## config.mk

```make
export PLATFORM = sky130hd
export DESIGN_NAME = rom_arbiter_flat
export DESIGN_NICKNAME = d
export VERILOG_FILES = /design/src/rtl/rom_arbiter_if.sv /design/src/rtl/rom_arbiter.sv /design/src/flat_wrapper.sv
export SDC_FILE = /design/constraint.sdc
export NUM_CORES = 1
export LEC_CHECK = 0
export CAP_MARGIN = 20
export CORE_ASPECT_RATIO = 1.2
export CORE_MARGIN = 2
export CORE_UTILIZATION = 35
export DETAILED_ROUTE_END_ITERATION = 12
export MAX_ROUTING_LAYER = met4
export PLACE_DENSITY = 0.76
export SYNTH_ARGS = -nofsm -noshare
export SYNTH_HDL_FRONTEND = slang
export SYNTH_SLANG_ARGS = --single-unit
```

## constraint.sdc

```tcl
create_clock -name clk -period 1.7 [get_ports clk]
set_input_delay 0.34 -clock clk [delete_from_list [all_inputs] [get_ports clk]]
set_output_delay 0.34 -clock clk [all_outputs]
set_load 0.05 [all_outputs]
```

## src/rtl/rom_arbiter_if.sv

```systemverilog
// Request/grant and ROM/response bundle for rom_arbiter.
// The arbiter takes the slave side; requesters plus the ROM model take the master side.
interface rom_arbiter_if #(
  parameter int unsigned N_REQ      = 2,
  parameter int unsigned ADDR_WIDTH = 8,
  parameter int unsigned DATA_WIDTH = 8,
  parameter int unsigned LEN_WIDTH  = 4,
  parameter int unsigned ID_WIDTH   = (N_REQ > 1) ? $clog2(N_REQ) : 1
);
  logic [N_REQ-1:0]            req;
  logic [N_REQ*ADDR_WIDTH-1:0] req_addr;
  logic [N_REQ*LEN_WIDTH-1:0]  req_len;
  logic [N_REQ-1:0]            gnt;
  logic                        busy;
  logic [ADDR_WIDTH-1:0]       rom_addr;
  logic [DATA_WIDTH-1:0]       rom_data;
  logic                        rsp_valid;
  logic [ID_WIDTH-1:0]         rsp_id;
  logic                        rsp_last;
  logic [DATA_WIDTH-1:0]       rsp_data;
  logic                        rsp_err;

  modport slave (
    input  req, req_addr, req_len, rom_data,
    output gnt, busy, rom_addr, rsp_valid, rsp_id, rsp_last, rsp_data, rsp_err
  );

  modport master (
    output req, req_addr, req_len, rom_data,
    input  gnt, busy, rom_addr, rsp_valid, rsp_id, rsp_last, rsp_data, rsp_err
  );
endinterface

```

## src/rtl/rom_arbiter.sv

```systemverilog
// Round-robin arbiter + burst sequencer sharing one registered-read ROM among N_REQ requesters.
// Define ROM_ARB_RANGE_CHECK_EN to flag beats at addresses >= MEM_SIZE (rsp_err=1, rsp_data=0).
module rom_arbiter #(
  parameter int unsigned N_REQ      = 2,
  parameter int unsigned ADDR_WIDTH = 8,
  parameter int unsigned DATA_WIDTH = 8,
  parameter int unsigned LEN_WIDTH  = 4,
  parameter int unsigned MEM_SIZE   = 2**ADDR_WIDTH,
  parameter int unsigned ID_WIDTH   = (N_REQ > 1) ? $clog2(N_REQ) : 1
) (
  input  logic         clk,
  input  logic         rst_n,
  rom_arbiter_if.slave bus
);

`ifdef ROM_ARB_RANGE_CHECK_EN
  localparam bit RANGE_CHECK = 1'b1;
`else
  localparam bit RANGE_CHECK = 1'b0;
`endif

  typedef enum logic {IDLE, BURST} state_t;

  state_t                state_q, state_d;
  logic [ID_WIDTH-1:0]   rr_q;
  logic [ID_WIDTH-1:0]   win;
  logic [ID_WIDTH-1:0]   cand;
  logic                  found;
  logic                  grant;
  logic [N_REQ-1:0]      gnt_d;
  logic [ID_WIDTH-1:0]   owner_q;
  logic [ADDR_WIDTH-1:0] addr_q;
  logic [LEN_WIDTH-1:0]  remain_q;
  logic                  rsp_valid_q;
  logic                  rsp_last_q;
  logic                  rsp_err_q;
  logic [ID_WIDTH-1:0]   rsp_id_q;

  // First requester at or after the RR pointer, scanning with wrap-around.
  always_comb begin
    found = 1'b0;
    win   = '0;
    cand  = '0;
    for (int unsigned i = 0; i < N_REQ; i++) begin
      cand = ID_WIDTH'((32'(rr_q) + i) % N_REQ);
      if (!found && bus.req[cand]) begin
        found = 1'b1;
        win   = cand;
      end
    end
  end

  always_ff @(posedge clk or negedge rst_n) begin
    if (!rst_n) state_q <= IDLE;
    else        state_q <= state_d;
  end

  // rst_n gates the grant so no gnt pulse leaks out while reset is held.
  always_comb begin
    state_d = state_q;
    grant   = 1'b0;
    gnt_d   = '0;
    case (state_q)
      IDLE: begin
        if (found && rst_n) begin
          grant      = 1'b1;
          gnt_d[win] = 1'b1;
          state_d    = BURST;
        end
      end
      BURST: begin
        if (remain_q == '0) state_d = IDLE;
      end
      default: state_d = IDLE;
    endcase
  end

  always_ff @(posedge clk or negedge rst_n) begin
    if (!rst_n) begin
      rr_q        <= '0;
      owner_q     <= '0;
      addr_q      <= '0;
      remain_q    <= '0;
      rsp_valid_q <= 1'b0;
      rsp_last_q  <= 1'b0;
      rsp_err_q   <= 1'b0;
      rsp_id_q    <= '0;
    end else begin
      rsp_valid_q <= (state_q == BURST);
      if (grant) begin
        addr_q   <= bus.req_addr[32'(win)*ADDR_WIDTH +: ADDR_WIDTH];
        remain_q <= bus.req_len[32'(win)*LEN_WIDTH +: LEN_WIDTH];
        owner_q  <= win;
        rr_q     <= ID_WIDTH'((32'(win) + 32'd1) % N_REQ);
      end
      if (state_q == BURST) begin
        rsp_id_q   <= owner_q;
        rsp_last_q <= (remain_q == '0);
        rsp_err_q  <= RANGE_CHECK && (32'(addr_q) >= MEM_SIZE);
        // After the last beat the address register holds its final value.
        if (remain_q != '0) begin
          addr_q   <= addr_q + 1'b1;
          remain_q <= remain_q - 1'b1;
        end
      end else begin
        rsp_last_q <= 1'b0;
        rsp_err_q  <= 1'b0;
      end
    end
  end

  assign bus.gnt       = gnt_d;
  assign bus.busy      = (state_q == BURST) || grant;
  assign bus.rom_addr  = addr_q;
  assign bus.rsp_valid = rsp_valid_q;
  assign bus.rsp_id    = rsp_id_q;
  assign bus.rsp_last  = rsp_last_q;
  assign bus.rsp_err   = rsp_err_q;
  assign bus.rsp_data  = rsp_err_q ? '0 : bus.rom_data;

endmodule

```

## src/flat_wrapper.sv

```systemverilog
// flat-port wrapper written by rule: the top's interface ports become plain ports
module rom_arbiter_flat 
#(
  parameter int unsigned N_REQ      = 2,
  parameter int unsigned ADDR_WIDTH = 8,
  parameter int unsigned DATA_WIDTH = 8,
  parameter int unsigned LEN_WIDTH  = 4,
  parameter int unsigned MEM_SIZE   = 2**ADDR_WIDTH,
  parameter int unsigned ID_WIDTH   = (N_REQ > 1) ? $clog2(N_REQ) : 1
)
  (clk, rst_n, bus_req, bus_req_addr, bus_req_len, bus_rom_data, bus_gnt, bus_busy, bus_rom_addr, bus_rsp_valid, bus_rsp_id, bus_rsp_last, bus_rsp_data, bus_rsp_err);
  rom_arbiter_if #(.N_REQ(N_REQ), .ADDR_WIDTH(ADDR_WIDTH), .DATA_WIDTH(DATA_WIDTH), .LEN_WIDTH(LEN_WIDTH), .ID_WIDTH(ID_WIDTH)) bus_i ();
  input  logic clk;
  input  logic rst_n;
  input wire logic [$bits(bus_i.req)-1:0] bus_req;
  input wire logic [$bits(bus_i.req_addr)-1:0] bus_req_addr;
  input wire logic [$bits(bus_i.req_len)-1:0] bus_req_len;
  input wire logic [$bits(bus_i.rom_data)-1:0] bus_rom_data;
  output wire logic [$bits(bus_i.gnt)-1:0] bus_gnt;
  output wire logic [$bits(bus_i.busy)-1:0] bus_busy;
  output wire logic [$bits(bus_i.rom_addr)-1:0] bus_rom_addr;
  output wire logic [$bits(bus_i.rsp_valid)-1:0] bus_rsp_valid;
  output wire logic [$bits(bus_i.rsp_id)-1:0] bus_rsp_id;
  output wire logic [$bits(bus_i.rsp_last)-1:0] bus_rsp_last;
  output wire logic [$bits(bus_i.rsp_data)-1:0] bus_rsp_data;
  output wire logic [$bits(bus_i.rsp_err)-1:0] bus_rsp_err;
  assign bus_i.req = bus_req;
  assign bus_i.req_addr = bus_req_addr;
  assign bus_i.req_len = bus_req_len;
  assign bus_i.rom_data = bus_rom_data;
  assign bus_gnt = bus_i.gnt;
  assign bus_busy = bus_i.busy;
  assign bus_rom_addr = bus_i.rom_addr;
  assign bus_rsp_valid = bus_i.rsp_valid;
  assign bus_rsp_id = bus_i.rsp_id;
  assign bus_rsp_last = bus_i.rsp_last;
  assign bus_rsp_data = bus_i.rsp_data;
  assign bus_rsp_err = bus_i.rsp_err;
  rom_arbiter #(.N_REQ(N_REQ), .ADDR_WIDTH(ADDR_WIDTH), .DATA_WIDTH(DATA_WIDTH), .LEN_WIDTH(LEN_WIDTH), .MEM_SIZE(MEM_SIZE), .ID_WIDTH(ID_WIDTH)) u_core (.clk(clk), .rst_n(rst_n), .bus(bus_i));
endmodule
```

* After elaboration in Yosys (flattened, before gate mapping)
Cells that the tools add are included.
** Storage, ports and cells
- Bits in registers :: 18
- Output and inout bits :: 23
- Input bits :: 36
- Word-level logic and storage cells :: 49
** Cells by class
- $add $sub $neg :: 4
- Muxes and demuxes :: 23
- Bitwise logic cells :: 1
- Shifts and indexed selects :: 2
- Reductions and logical operators :: 7
- Order comparisons :: 4
** Operator list (number)
- $mux 8 :: 3
- $shiftx 16x5->8 :: 1
- $mux 1 :: 13
- $mux 4 :: 3
- $add 8x1->8 const B :: 1
- $shiftx 8x4->4 :: 1
- $lt 1x2->1 const B :: 3
- $logic_not 4->1 :: 1
- $mux 2 :: 2
- $reduce_bool 4->1 :: 1
- $sub 4x1->4 const B :: 1
- $logic_and 1x1->1 :: 3
- $add 1x1->1 const B :: 2
- $pmux 1 s2 :: 1
- $demux 1 s1 :: 1
- $ge 1x1->1 const B :: 1
- $logic_not 1->1 :: 1
- $logic_or 1x1->1 :: 1
- $not 1->1 :: 1

* Longest topological paths before layout
- Depth in word-level cells :: 12
- Depth in mapped cells :: 6
- Depth with buffers taken out :: 6

* Least setup slack after synthesis
Ideal clock, no wire load.
- Path kind :: register to register
- Start point :: register u_core.remain_q[0]
- End point :: register u_core.addr_q[6], in the netlist u_core.bus.rom_addr[6]
- Arrival :: 1.578 ns
- Setup slack :: 0.006 ns
- Clock period less this slack :: 1.694 ns
- Setup time :: 0.116 ns
- Cell stages (with the launch flop) :: 7
- Path buffers :: 0
- Path through :: dfrtp_1 > inv_1 > ha_1 > or3b_2 > a22oi_2 > o21ai_0 > o311ai_0
** On the way
- Cells in the longest elaborated chain, start to end :: 3
** Ends and longest elaborated chain
- start: declaration :: line rom_arbiter.sv:33 : logic [LEN_WIDTH-1:0] remain_q;
- start signal: assignment :: line rom_arbiter.sv:92 : remain_q <= bus.req_len[32'(win)*LEN_WIDTH +: LEN_WIDTH];
- start signal: assignment :: line rom_arbiter.sv:103 : remain_q <= remain_q - 1'b1;
- $reduce_bool 4->1 :: line rom_arbiter.sv:101 : if (remain_q != '0) begin
- $mux 8 :: line rom_arbiter.sv:101
- $mux 8 :: line rom_arbiter.sv:96 : if (state_q == BURST) begin
- end signal: assignment :: line rom_arbiter.sv:91 : addr_q <= bus.req_addr[32'(win)*ADDR_WIDTH +: ADDR_WIDTH];
- end signal: assignment :: line rom_arbiter.sv:102 : addr_q <= addr_q + 1'b1;
- end: declaration :: line rom_arbiter.sv:32 : logic [ADDR_WIDTH-1:0] addr_q;
Every way passes these cells.
A chain may end at the register's enable or synchronous reset.

* Final worst setup path
- Start point :: register u_core.state_q
- End point :: output port bus_gnt[1]
** On the way
- Cells in the longest elaborated chain, start to end :: 1
** Ends and longest elaborated chain
- start: declaration :: line rom_arbiter.sv:24 : state_t state_q, state_d;
- start signal: assignment :: line rom_arbiter.sv:55 : else state_q <= state_d;
- $mux 2 :: line rom_arbiter.sv:63 : case (state_q)
- end: declaration :: line flat_wrapper.sv:19 : output wire logic [$bits(bus_i.gnt)-1:0] bus_gnt;
Every way passes these cells.

==> run_results.csv <==
group,metric,value,unit
run_status,status,"finished clean",
logic_synthesis,synth_compound_area_share,22.3,%
die,rows,22,
place,pre_cts_ws,-0.200,ns
run,drv_cap,0,
critical_path,cp_top_family,"flip-flops",
pwr,p_total,3.08,mW
pwr,vdd_ir_drop_max,1.23,mV
place,place_area,0.00163,mm2
cells_and_area,drive_above_1_share,33.9,%
timing,report.final.setup_viol,0,
logic_synthesis,synth_xor_area_share,1.63,%
cells_and_area,nFillCells,253,
die,dieArea,0.00354,mm2
critical_path,critPathRequiredTime,1.36,ns
cells_and_area,stdcell_area,0.00175,mm2
cells_and_area,antenna_cells,0,
place,hpwl,2.37,mm
place,finalWeightedCongestion,0.857,
critical_path,start_kind,"flop",
clocking,cts_buffer_depth,2,
timing,fin_ws,0.0525,ns
die,core-area,0.00300,mm2
detailed_routing,drtAntennaViolNets,0,
timing,final_hold_viol_count,0,
critical_path,critical_path_arrival,1.31,ns
detailed_routing,vias,1095,
global_routing,grt_max_degree,20,
critical_path,path_cells,"and2b_2 > o211a_1 > buf_12",
critical_path,crit_path_top_delay_cell,"dfrtp_1",
logic_synthesis,synth.avg_cell_area,9.53,um2
logic_synthesis,muxShareOfSynthArea,4.88,%
clocking,holdBufCountCts,0,
cells_and_area,final_common_cell,"buf_4",
logic_synthesis,syn-num-nets,151,
logic_synthesis,synth_top_family_by_area,"compound AO/OA/AOI/OAI gates",
cells_and_area,syn2layout_area_growth,62.3,%
logic_synthesis,postSynthCellCount,113,
logic_synthesis,synth_cell_type_count,39,
critical_path,critical_path_depth,3,
global_routing,grt_pass1_wl,5.06,mm
critical_path,rr_worst_depth,7,
timing,finalClockSkew,0.00896,ns
detailed_routing,drt_iter0_markers,21,
timing,finalSetupTns,0,ns
clocking,htreeDepth,1,
global_routing,gr-total-overflow,0,
detailed_routing,dr.pass1.iters,4,
place,io_buffers,41,
detailed_routing,avgRoutedWirePerCell,15.4,um
logic_synthesis,synth_edf_count,0,
critical_path,crit_path_end_kind,"output port",
logic_synthesis,synthFlopType,"dfrtp_1",
logic_synthesis,synthSimpleGateAreaFrac,17.1,%
clocking,cts_tree,"yes",
place,post-place-cells,198,
die,ioPinCount,59,
timing,rsz0062_at_grt,"true",
cells_and_area,final_cell_mix,"buf_4, clkdlybuf4s50_1, dfrtp_1, nand2_1",
global_routing,antenna_found_initial,0,
detailed_routing,routed_wl,3.18,mm
logic_synthesis,yosysSeqAreaShare,41.8,%
global_routing,first_global_vias,1098,
critical_path,crit_type,"flop to output port",
clocking,cts-buffers-inserted,3,
die,chipWidth,54.6,um
critical_path,worstPathMaxFanout,4,
cells_and_area,final_cell_count_no_fill,207,
timing,post-route-min-period,1.65,ns
die,initial_core_util,35.9,%
logic_synthesis,ys_warn_count,0,
pwr,pwr_density_cell,1760,mW/mm2
clocking,clockRootBuffer,"clkbuf_4",
timing,finalCritPeriodShare,96.9,%
clocking,clkTransAtPathRegs,0.11,ns
worst_hold_path,hp-class,"input pin to asynchronous set/reset pin",
detailed_routing,via_per_inst,5.29,
logic_synthesis,async_reset_ff_share,100,%
cells_and_area,fin_nets,210,
timing,drv_slew,0,
critical_path,cp_num_buf_inv,1,
die,die_height,64.8,um
critical_path,max_stage_delay,0.40,ns
clocking,clkSinkCount,18,
global_routing,grt_usage,20.4,%
detailed_routing,drc_errors,0,
logic_synthesis,syn_area,0.00108,mm2
clocking,worst_skew_pair.late_latency,0.30,ns
logic_synthesis,synthAdderAreaFrac,2.32,%
pwr,leakage,0.786,nW
logic_synthesis,yosys_register_bits,18,
timing,fmax,607,MHz
sequential cells by signal (all words and copies together) (netlist names):
register              cells
u_core.bus.rom_addr       8
u_core.bus.rsp_id         1
u_core.bus.rsp_last       1
u_core.bus.rsp_valid      1
u_core.owner_q            1
u_core.remain_q           4
u_core.rr_q               1
u_core.state_q            1
report_power, final:
part / switching [mW] / leakage (nW) / total (mW) / internal [mW]
combinational: 1.06 / 0.550 / 1.95 / 0.890
sequential: 0.232 / 0.215 / 0.863 / 0.632
clock: 0.139 / 0.0210 / 0.270 / 0.131
cells by family (layout without fill, tap and decap cells):
| group | after synthesis | after routing |
|---|---|---|
| AOI/OAI and AO/OA | 31 | 31 |
| DFF | 18 | 18 |
| other | 1 | 1 |
| buffers and inverters | 18 | 76 |
| muxes | 5 | 5 |
| adders and majority gates | 2 | 2 |
| xor gates and xnor gates | 2 | 2 |
| and+or+nand+nor | 36 | 36 |
stage by stage:
stage | hold WS [ns] | util [%]
5_1_grt | 0.124 | 58.3
3_3_place_gp | 0.458 | 54.2
3_5_place_dp | 0.470 | 54.2
4_1_cts | 0.104 | 56.9
2_1_floorplan | 0.0444 | -
6_report | 0.115 | 58.3
final timing paths:
kind                                    start                      to  slack, ns
setup / recovery               u_core.state_q              bus_gnt[1]       0.05
hold / removal                          rst_n       u_core.bus.rsp_id       0.12
setup reg to reg           u_core.remain_q[0]  u_core.bus.rom_addr[7]       0.06
hold reg to reg                u_core.owner_q          u_core.owner_q       0.49
max in group asynchronous               rst_n  u_core.bus.rom_addr[2]       1.41
min in group clk               u_core.owner_q          u_core.owner_q       0.49
Yosys cell counts, drive strengths merged (2+ instances only):
library cell | count | area share [%]
a21oi | 3 | 1.4
a221oi | 4 | 3.3
a22oi | 8 | 6.0
and3 | 2 | 1.2
buf | 11 | 7.2
dfrtp | 18 | 42
ha | 2 | 2.3
inv | 7 | 2.4
mux2 | 2 | 2.1
mux2i | 3 | 2.8
nand2 | 12 | 4.2
nand3 | 3 | 1.4
nor2 | 6 | 2.1
o211ai | 7 | 5.3
o21ai | 3 | 1.4
or3 | 4 | 2.3
timing repair:
action / in CTS / in global routing
gates resized for setup: 9 / 9
setup endpoints to repair: 14 / 10
setup buffers: 4 / 1
pin swaps: 3 / 1
metal layers:
layer,global-route usage (%),routed length (um),vias to the layer above
met5,-,0,-
met4,8.44,69,0
met3,1.61,105,10
met2,34.5,1720,32
met1,24.0,1290,527
li1,-,-,526
layout make-up:
cell class                 count  area (um2)  area share [%]
timing repair buffer          65         622            35.6
multi-input combinational     77         568            32.5
sequential                    18         450            25.8
tap                           36        45.0            2.58
clock buffer                   4        36.3            2.08
inverter                       7        26.3            1.50
Note: power is estimated with default switching activity, not from simulation.
